==> src/rtl/adder_issue_ctrl.sv <==
// adder_issue_ctrl: pairs two operand streams, feeds an external fixed-latency
// adder, and collects each sum into a small result FIFO. Issue is gated by
// credits so the FIFO can never overflow while the consumer stalls.
module adder_issue_ctrl #(
   parameter int unsigned WIDTH       = 64,
   parameter int unsigned ADD_LATENCY = 1,
   parameter int unsigned OUT_DEPTH   = 4
) (
   input  logic             clock,
   input  logic             reset,
   input  logic             io_a1_valid,
   output logic             io_a1_ready,
   input  logic [WIDTH-1:0] io_a1_bits,
   input  logic             io_a2_valid,
   output logic             io_a2_ready,
   input  logic [WIDTH-1:0] io_a2_bits,
   output logic [WIDTH-1:0] add_a1,
   output logic [WIDTH-1:0] add_a2,
   input  logic [WIDTH-1:0] add_c,
   output logic             io_out_valid,
   input  logic             io_out_ready,
   output logic [WIDTH-1:0] io_out_bits,
   output logic             io_busy
);

   localparam int unsigned PTR_W = $clog2(OUT_DEPTH);
   localparam int unsigned CNT_W = $clog2(OUT_DEPTH + ADD_LATENCY + 1);

   logic                   a1_full_q, a1_full_d;
   logic                   a2_full_q, a2_full_d;
   logic [WIDTH-1:0]       a1_data_q, a1_data_d;
   logic [WIDTH-1:0]       a2_data_q, a2_data_d;
   logic [ADD_LATENCY-1:0] infl_q, infl_d;
   logic [WIDTH-1:0]       mem_q [OUT_DEPTH];
   logic [WIDTH-1:0]       mem_d [OUT_DEPTH];
   logic [PTR_W-1:0]       wr_ptr_q, wr_ptr_d;
   logic [PTR_W-1:0]       rd_ptr_q, rd_ptr_d;
   logic [CNT_W-1:0]       count_q, count_d;

   logic [CNT_W-1:0]       inflight_cnt;
   logic                   issue;
   logic                   a1_fire;
   logic                   a2_fire;
   logic                   push;
   logic                   pop;
   logic                   fifo_full;

   // Credit check, handshakes and FIFO status
   always_comb begin
      inflight_cnt = CNT_W'($countones(infl_q));
      issue        = a1_full_q & a2_full_q &
                     ((count_q + inflight_cnt) < CNT_W'(OUT_DEPTH));
      io_a1_ready  = ~a1_full_q | issue;
      io_a2_ready  = ~a2_full_q | issue;
      a1_fire      = io_a1_valid & io_a1_ready;
      a2_fire      = io_a2_valid & io_a2_ready;
      push         = infl_q[ADD_LATENCY-1];
      io_out_valid = (count_q != '0);
      pop          = io_out_valid & io_out_ready;
      fifo_full    = (count_q == CNT_W'(OUT_DEPTH));
   end

   // Operand slots: reload on accept, clear on issue otherwise
   always_comb begin
      a1_full_d = a1_full_q;
      a2_full_d = a2_full_q;
      a1_data_d = a1_data_q;
      a2_data_d = a2_data_q;
      if (issue) begin
         a1_full_d = 1'b0;
         a2_full_d = 1'b0;
      end
      if (a1_fire) begin
         a1_full_d = 1'b1;
         a1_data_d = io_a1_bits;
      end
      if (a2_fire) begin
         a2_full_d = 1'b1;
         a2_data_d = io_a2_bits;
      end
   end

   // In-flight tag pipe mirrors the adder register depth
   always_comb begin
      infl_d = (infl_q << 1) | ADD_LATENCY'(issue);
   end

   // Result FIFO: tagged adder output is written at the end of its valid cycle
   always_comb begin
      mem_d    = mem_q;
      wr_ptr_d = wr_ptr_q;
      rd_ptr_d = rd_ptr_q;
      count_d  = count_q;
      if (push) begin
         mem_d[wr_ptr_q] = add_c;
         wr_ptr_d        = wr_ptr_q + PTR_W'(1);
      end
      if (pop) begin
         rd_ptr_d = rd_ptr_q + PTR_W'(1);
      end
      case ({push, pop})
         2'b10:   count_d = count_q + CNT_W'(1);
         2'b01:   count_d = count_q - CNT_W'(1);
         default: count_d = count_q;
      endcase
   end

   // State registers with synchronous reset
   always_ff @(posedge clock) begin
      if (reset) begin
         a1_full_q <= 1'b0;
         a2_full_q <= 1'b0;
         a1_data_q <= '0;
         a2_data_q <= '0;
         infl_q    <= '0;
         mem_q     <= '{default: '0};
         wr_ptr_q  <= '0;
         rd_ptr_q  <= '0;
         count_q   <= '0;
      end else begin
         a1_full_q <= a1_full_d;
         a2_full_q <= a2_full_d;
         a1_data_q <= a1_data_d;
         a2_data_q <= a2_data_d;
         infl_q    <= infl_d;
         mem_q     <= mem_d;
         wr_ptr_q  <= wr_ptr_d;
         rd_ptr_q  <= rd_ptr_d;
         count_q   <= count_d;
      end
   end

   // Adder operands are the slot contents; output is the FIFO head
   always_comb begin
      add_a1      = a1_data_q;
      add_a2      = a2_data_q;
      io_out_bits = mem_q[rd_ptr_q];
      io_busy     = a1_full_q | a2_full_q | (|infl_q) | (count_q != '0);
   end

   // The credit rule makes a push into a full FIFO impossible
   a_no_overflow : assert property (@(posedge clock) disable iff (reset)
                                    !(push && fifo_full));

endmodule

==> config.mk <==
export PLATFORM = sky130hd
export DESIGN_NAME = adder_issue_ctrl
export DESIGN_NICKNAME = d
export VERILOG_FILES = /design/src/rtl/adder_issue_ctrl.sv
export SDC_FILE = /design/constraint.sdc
export NUM_CORES = 1
export LEC_CHECK = 0
export ABC_CLOCK_PERIOD_IN_PS = 2900
export BUFFER_PORTS_ARGS = -buffer_cell sky130_fd_sc_hd__buf_2
export CAP_MARGIN = 0
export CELL_PAD_IN_SITES_DETAIL_PLACEMENT = 1
export CELL_PAD_IN_SITES_GLOBAL_PLACEMENT = 1
export CORE_ASPECT_RATIO = 0.8
export CORE_MARGIN = 5
export CORE_UTILIZATION = 43
export DETAILED_ROUTE_END_ITERATION = 10
export PLACE_DENSITY = 0.82
export SYNTH_ARGS = -nofsm -noshare
export SYNTH_HDL_FRONTEND = slang
export SYNTH_SLANG_ARGS = --single-unit
==> constraint.sdc <==
create_clock -name clock -period 2.9 [get_ports clock]
set_input_delay 0 -clock clock [delete_from_list [all_inputs] [get_ports clock]]
set_output_delay 0 -clock clock [all_outputs]
set_load 0.1 [all_outputs]
* Word-level counts from Yosys, hierarchy flattened
Index checks and enable logic that the tools add are counted.
Storage, ports and cells: register bits after elaboration 394, bits of input ports 197, output and inout port bits 196
Cells by class: $add $sub $neg 5, $lt $le $gt $ge 4, equality and inequality tests 2, muxes and demuxes 10, bitwise operators 14, reductions and logical operators 5
Operators with widths (count):
- $bwmux 256 | 1
- $mux 64 | 3
- $bmux 64 s2 | 1
- $demux 64 s2 | 1
- $ge 3x3->1 const B | 2
- $not 2->3 | 2
- $pmux 3 s2 | 1
- $reduce_bool 2->1 | 3
- $and 1x1->1 | 5
- $or 1x1->1 | 5
- $add 2x1->2 const B | 2
- $add 3x1->3 | 1
- $add 3x1->3 const B | 1
- $lt 3x1->1 const B | 1
- $lt 3x3->1 const B | 1
- $mux 1 | 3
- $reduce_bool 3->1 | 1
- $sub 3x1->3 const B | 1
- $eq 2x1->1 const B | 1
- $eq 2x2->1 const B | 1
- $not 1->1 | 2
- $logic_and 1x1->1 | 1

* Logic depth before layout (Yosys ltp)
depth after elaboration 6, gate-level depth with buffers 8, mapped depth without buffers 8

* Worst setup path after synthesis
OpenSTA, ideal clock, no wires.
kind register to register, from reg count_q[0], to reg a1_full_q, arrival time 2.989 ns, required time 2.673 ns, setup slack -0.316 ns, stages on the path, launching flop included 5, clock period less this slack 3.216 ns, cells stage by stage dfxtp_1 -> nand3_2 -> xnor2_2 -> o21ai_0 -> a21oi_1
On the way: longest elaborated chain between the ends 6, elaborated cells between the ends (all ways) 7
RTL lines:
- from (decl) | RTL line 38 | logic [CNT_W-1:0] count_q, count_d;
- from (signal assigned) | RTL line 129 | count_q <= count_d;
- $add 3x1->3 (*) | RTL line 52 | ((count_q + inflight_cnt) < CNT_W'(OUT_DEPTH));
- $lt 3x3->1 (*) | RTL line 52
- $and 1x1->1 (*) | RTL line 51 | issue = a1_full_q & a2_full_q &
- $or 1x1->1 (*) | RTL line 53 | io_a1_ready = ~a1_full_q | issue;
- named net io_a1_ready | RTL line 12 | output logic io_a1_ready,
- $and 1x1->1 (*) | RTL line 55 | a1_fire = io_a1_valid & io_a1_ready;
- $mux 1 or $reduce_bool 2->1 (tied branches)
- to (signal assigned) | RTL line 121 | a1_full_q <= a1_full_d;
- to (decl) | RTL line 29 | logic a1_full_q, a1_full_d;
The timed path passes the listed nets; every way through them passes the cells marked *. A chain may end at the register's enable or synchronous reset.

* Worst setup path after layout
from reg infl_q, to reg a2_data_q[2] (netlist: add_a2[2])
On the way: longest elaborated chain between the ends 5
RTL lines:
- from (decl) | RTL line 33 | logic [ADD_LATENCY-1:0] infl_q, infl_d;
- from (signal assigned) | RTL line 125 | infl_q <= infl_d;
- $add 3x1->3 | RTL line 52
- $lt 3x3->1 | RTL line 52
- $and 1x1->1 | RTL line 51
- $or 1x1->1 | RTL line 54 | io_a2_ready = ~a2_full_q | issue;
- $and 1x1->1 | RTL line 56 | a2_fire = io_a2_valid & io_a2_ready;
- to (signal assigned) | RTL line 124 | a2_data_q <= a2_data_d;
- to (decl) | RTL line 32 | logic [WIDTH-1:0] a2_data_q, a2_data_d;
No other way between the ends.

==> results.cfg <==
[grt]
gr-total-overflow = 0
grt_util_met2_pct = 57.0
grt_use_met1_pct = 33.2
grt_pass1_wl_mm = 102
grtUsageMet3_pct = 5.78
grt_use_total_pct = 30.6
grt_pass1_vias = 17200
grt-busiest-layer = met2
grt_max_degree = 207
antenna_found_initial = 7

[critical_path]
critical_path_class = flip-flop to flip-flop
critPathArrivalTime_ns = 3.29
crit_fanout = 13
worst_path_largest_cell_delay_ns = 0.65
cp_slowest_cell = dlygate4sd3_1
path_depth = 5
critPathRequiredTime_ns = 3.37
cp-end-kind = flip-flop
cpLargestDelayFamily = buffers and inverters
crit_chain = nand3_2, xnor2_2, a2bb2oi_4, mux2i_1, dlygate4sd3_1
r2r_cells = 5
path_buf_inv = 1
cp-start-kind = flip-flop

[clock_tree]
cts_sinks = 394
cts_buffers = 42
cts-root-buf = clkbuf_16
clockBufferDepth = 3
cts_tree = yes
htree_levels = 2
path_clk_slew_ns = 0.07
post_cts_buffers = 0
clkLatencyLatePin_ns = 0.54

[synth]
synth_common_cells = nand2_1, dfxtp_1, a21oi_1
synth_edf_count = 0
synth_top_area_share_pct = 47.6
yosysSeqAreaShare_pct = 47.6
synth.most_common_cell = nand2_1
synth.distinct_cells = 26
synthTopCellsByArea = dfxtp_1, nand2_1, nand2b_1
synth-async-reset-ratio_pct = 0
synth_area_per_cell_um2 = 9.17
syn_inst = 1805
synth_fp_nets = 2008
ys_ff_latch = 394
netlist_area_mm2 = 0.0166
synth_top_area_cell = dfxtp_1
synthFlopType = dfxtp_1
ys_warn_count = 0

[die]
die_h_um = 185
die_w_um = 229
rows = 64
fp.coreArea_mm2 = 0.0381
dieArea_mm2 = 0.0425
initial_core_util_pct = 43.4
ioPinCount = 393

[timing]
max_freq_ghz = 0.355
finalSetupViolCount = 0
rsz0062_at_grt = no
fin_crit_sh_pct = 97.1
hold_viol = 0
worst_pin_slew_ns = 0.966
min_period_ns = 2.82
maxSlewViolCount = 0
fin_tns_setup_ns = 0
max_slew_margin_pct = 35.6
finClkSkew_ns = 0.0261

[layout]
utilization_pct = 58.8
fin_nets = 2545
area_growth_pct = 35.4
drive_gt1_share_pct = 23.9
design_area_mm2 = 0.0224
n_fill_cell = 4416

[power]
pwr_density_cell_mw_per_mm2 = 627
ir_drop_mv = 0.495
p_leak_nw = 9.13

[min_path]
hold_depth = 2
worstHoldPathType = primary input to flip-flop

[routing]
wl_per_cell_um = 23.3
ant_nets = 0
route.vias.total = 15400
vias_per_cell = 5.37
dr.pass1.iters = 5
post-route-drc-count = 0
wl_mm = 67.0
drt_iter0_drc = 1038

[placement]
post_dp_cell_area_mm2 = 0.0189
post-dp-hpwl_mm = 36.8
port_buffers = 392
globalplace.congestion = 0.812

[run_status]
status = finished clean

[run]
drv_cap = 0
power breakdown:
group          switching [mW]  total [mW]  internal (mW)
logic                    2.01        2.79          0.779
clock network            2.28        5.53           3.25
registers               0.150        5.74           5.59
total                    4.44        14.1           9.62
cell type report:
class                   count  area [µm²]  share of cell area (%)
diodes                      9        22.5                   0.101
flip-flops and latches    394        7900                    35.2
repair buffers            632        4530                    20.2
well taps                 495         619                    2.76
clock inverters             8        93.8                   0.419
inverters                  10        37.5                   0.168
multi-input cells        1262        7900                    35.3
clock buffers              66        1300                    5.81
worst register-to-register path, delay by kind of cell, from the launching register on:
kind | cells | cell delay, ns
compound gates | 1 | 0.58
mux | 1 | 0.32
xor+xnor | 1 | 0.41
simple gates | 1 | 0.16
buf+inv | 1 | 0.65
flops | 1 | 0.64
cell usage in the layout (no fill, tap or decap), types with 5 or more instances in the layout:
cell             n
nand2_1        514
dfxtp_1        392
buf_2          391
a21oi_1        260
nand2b_1       256
dlygate4sd3_1  209
mux2i_1        129
mux4_2          64
clkbuf_16       43
buf_12          19
clkbuf_8        14
buf_4           12
inv_1           10
diode_2          9
clkbuf_1         9
nor2_1           7
ha_1             5
clkinv_2         5
registers in the layout, summed over array words and instances, names as in the netlist:
signal / cells
rd_ptr_q: 2
infl_q: 1
count_q: 3
add_a2: 64
a1_full_q: 1
add_a1: 64
wr_ptr_q: 2
mem_q: 256
a2_full_q: 1
through the flow:
step | worst slack (ns) | instances | power [mW] | hold WS [ns]
floorplan | -0.316 | 1805 | 7.73 | 0.129
global placement | 0.602 | 2584 | 8.24 | 0.258
detailed placement | 0.542 | 2584 | 8.29 | 0.269
CTS | 0.205 | 2867 | 14.0 | 0.0642
global route | 0.00778 | 2874 | 14.5 | 0.159
finish | 0.0838 | 2876 | 14.1 | 0.103
repair_timing:
item	in CTS	in global routing
endpoints found under the setup margin	0	2
resized for setup	0	0
hold buffers	209	0
endpoints found under the hold margin	388	0
path summary, 6_finish.rpt:
| kind | startpoint | slack [ns] | end |
|---|---|---|---|
| max reg2reg | infl_q | 0.08 | add_a2[2] |
| min | reset | 0.10 | mem_q[220] |
| min reg2reg | mem_q[32] | 0.45 | mem_q[32] |
| max | infl_q | 0.08 | add_a2[2] |
cell families after synthesis:
| kind of cell | Yosys count | synth area share (%) |
|---|---|---|
| simple gates | 792 | 22.0 |
| flops | 394 | 47.6 |
| compound gates | 265 | 8.13 |
| mux | 193 | 16.5 |
| buf+inv | 149 | 4.84 |
| xor+xnor | 6 | 0.363 |
| fa+ha+maj | 6 | 0.499 |
routing by layer:
metal  wire [µm]  up-vias  part of all wire (%)
li1            -     7030                     -
met1       24600     7680                    37
met2       35100      518                    52
met3        3460      209                   5.2
met4        3790        0                   5.6
met5           0        -                     0
Power figures use the tool's default switching activity.
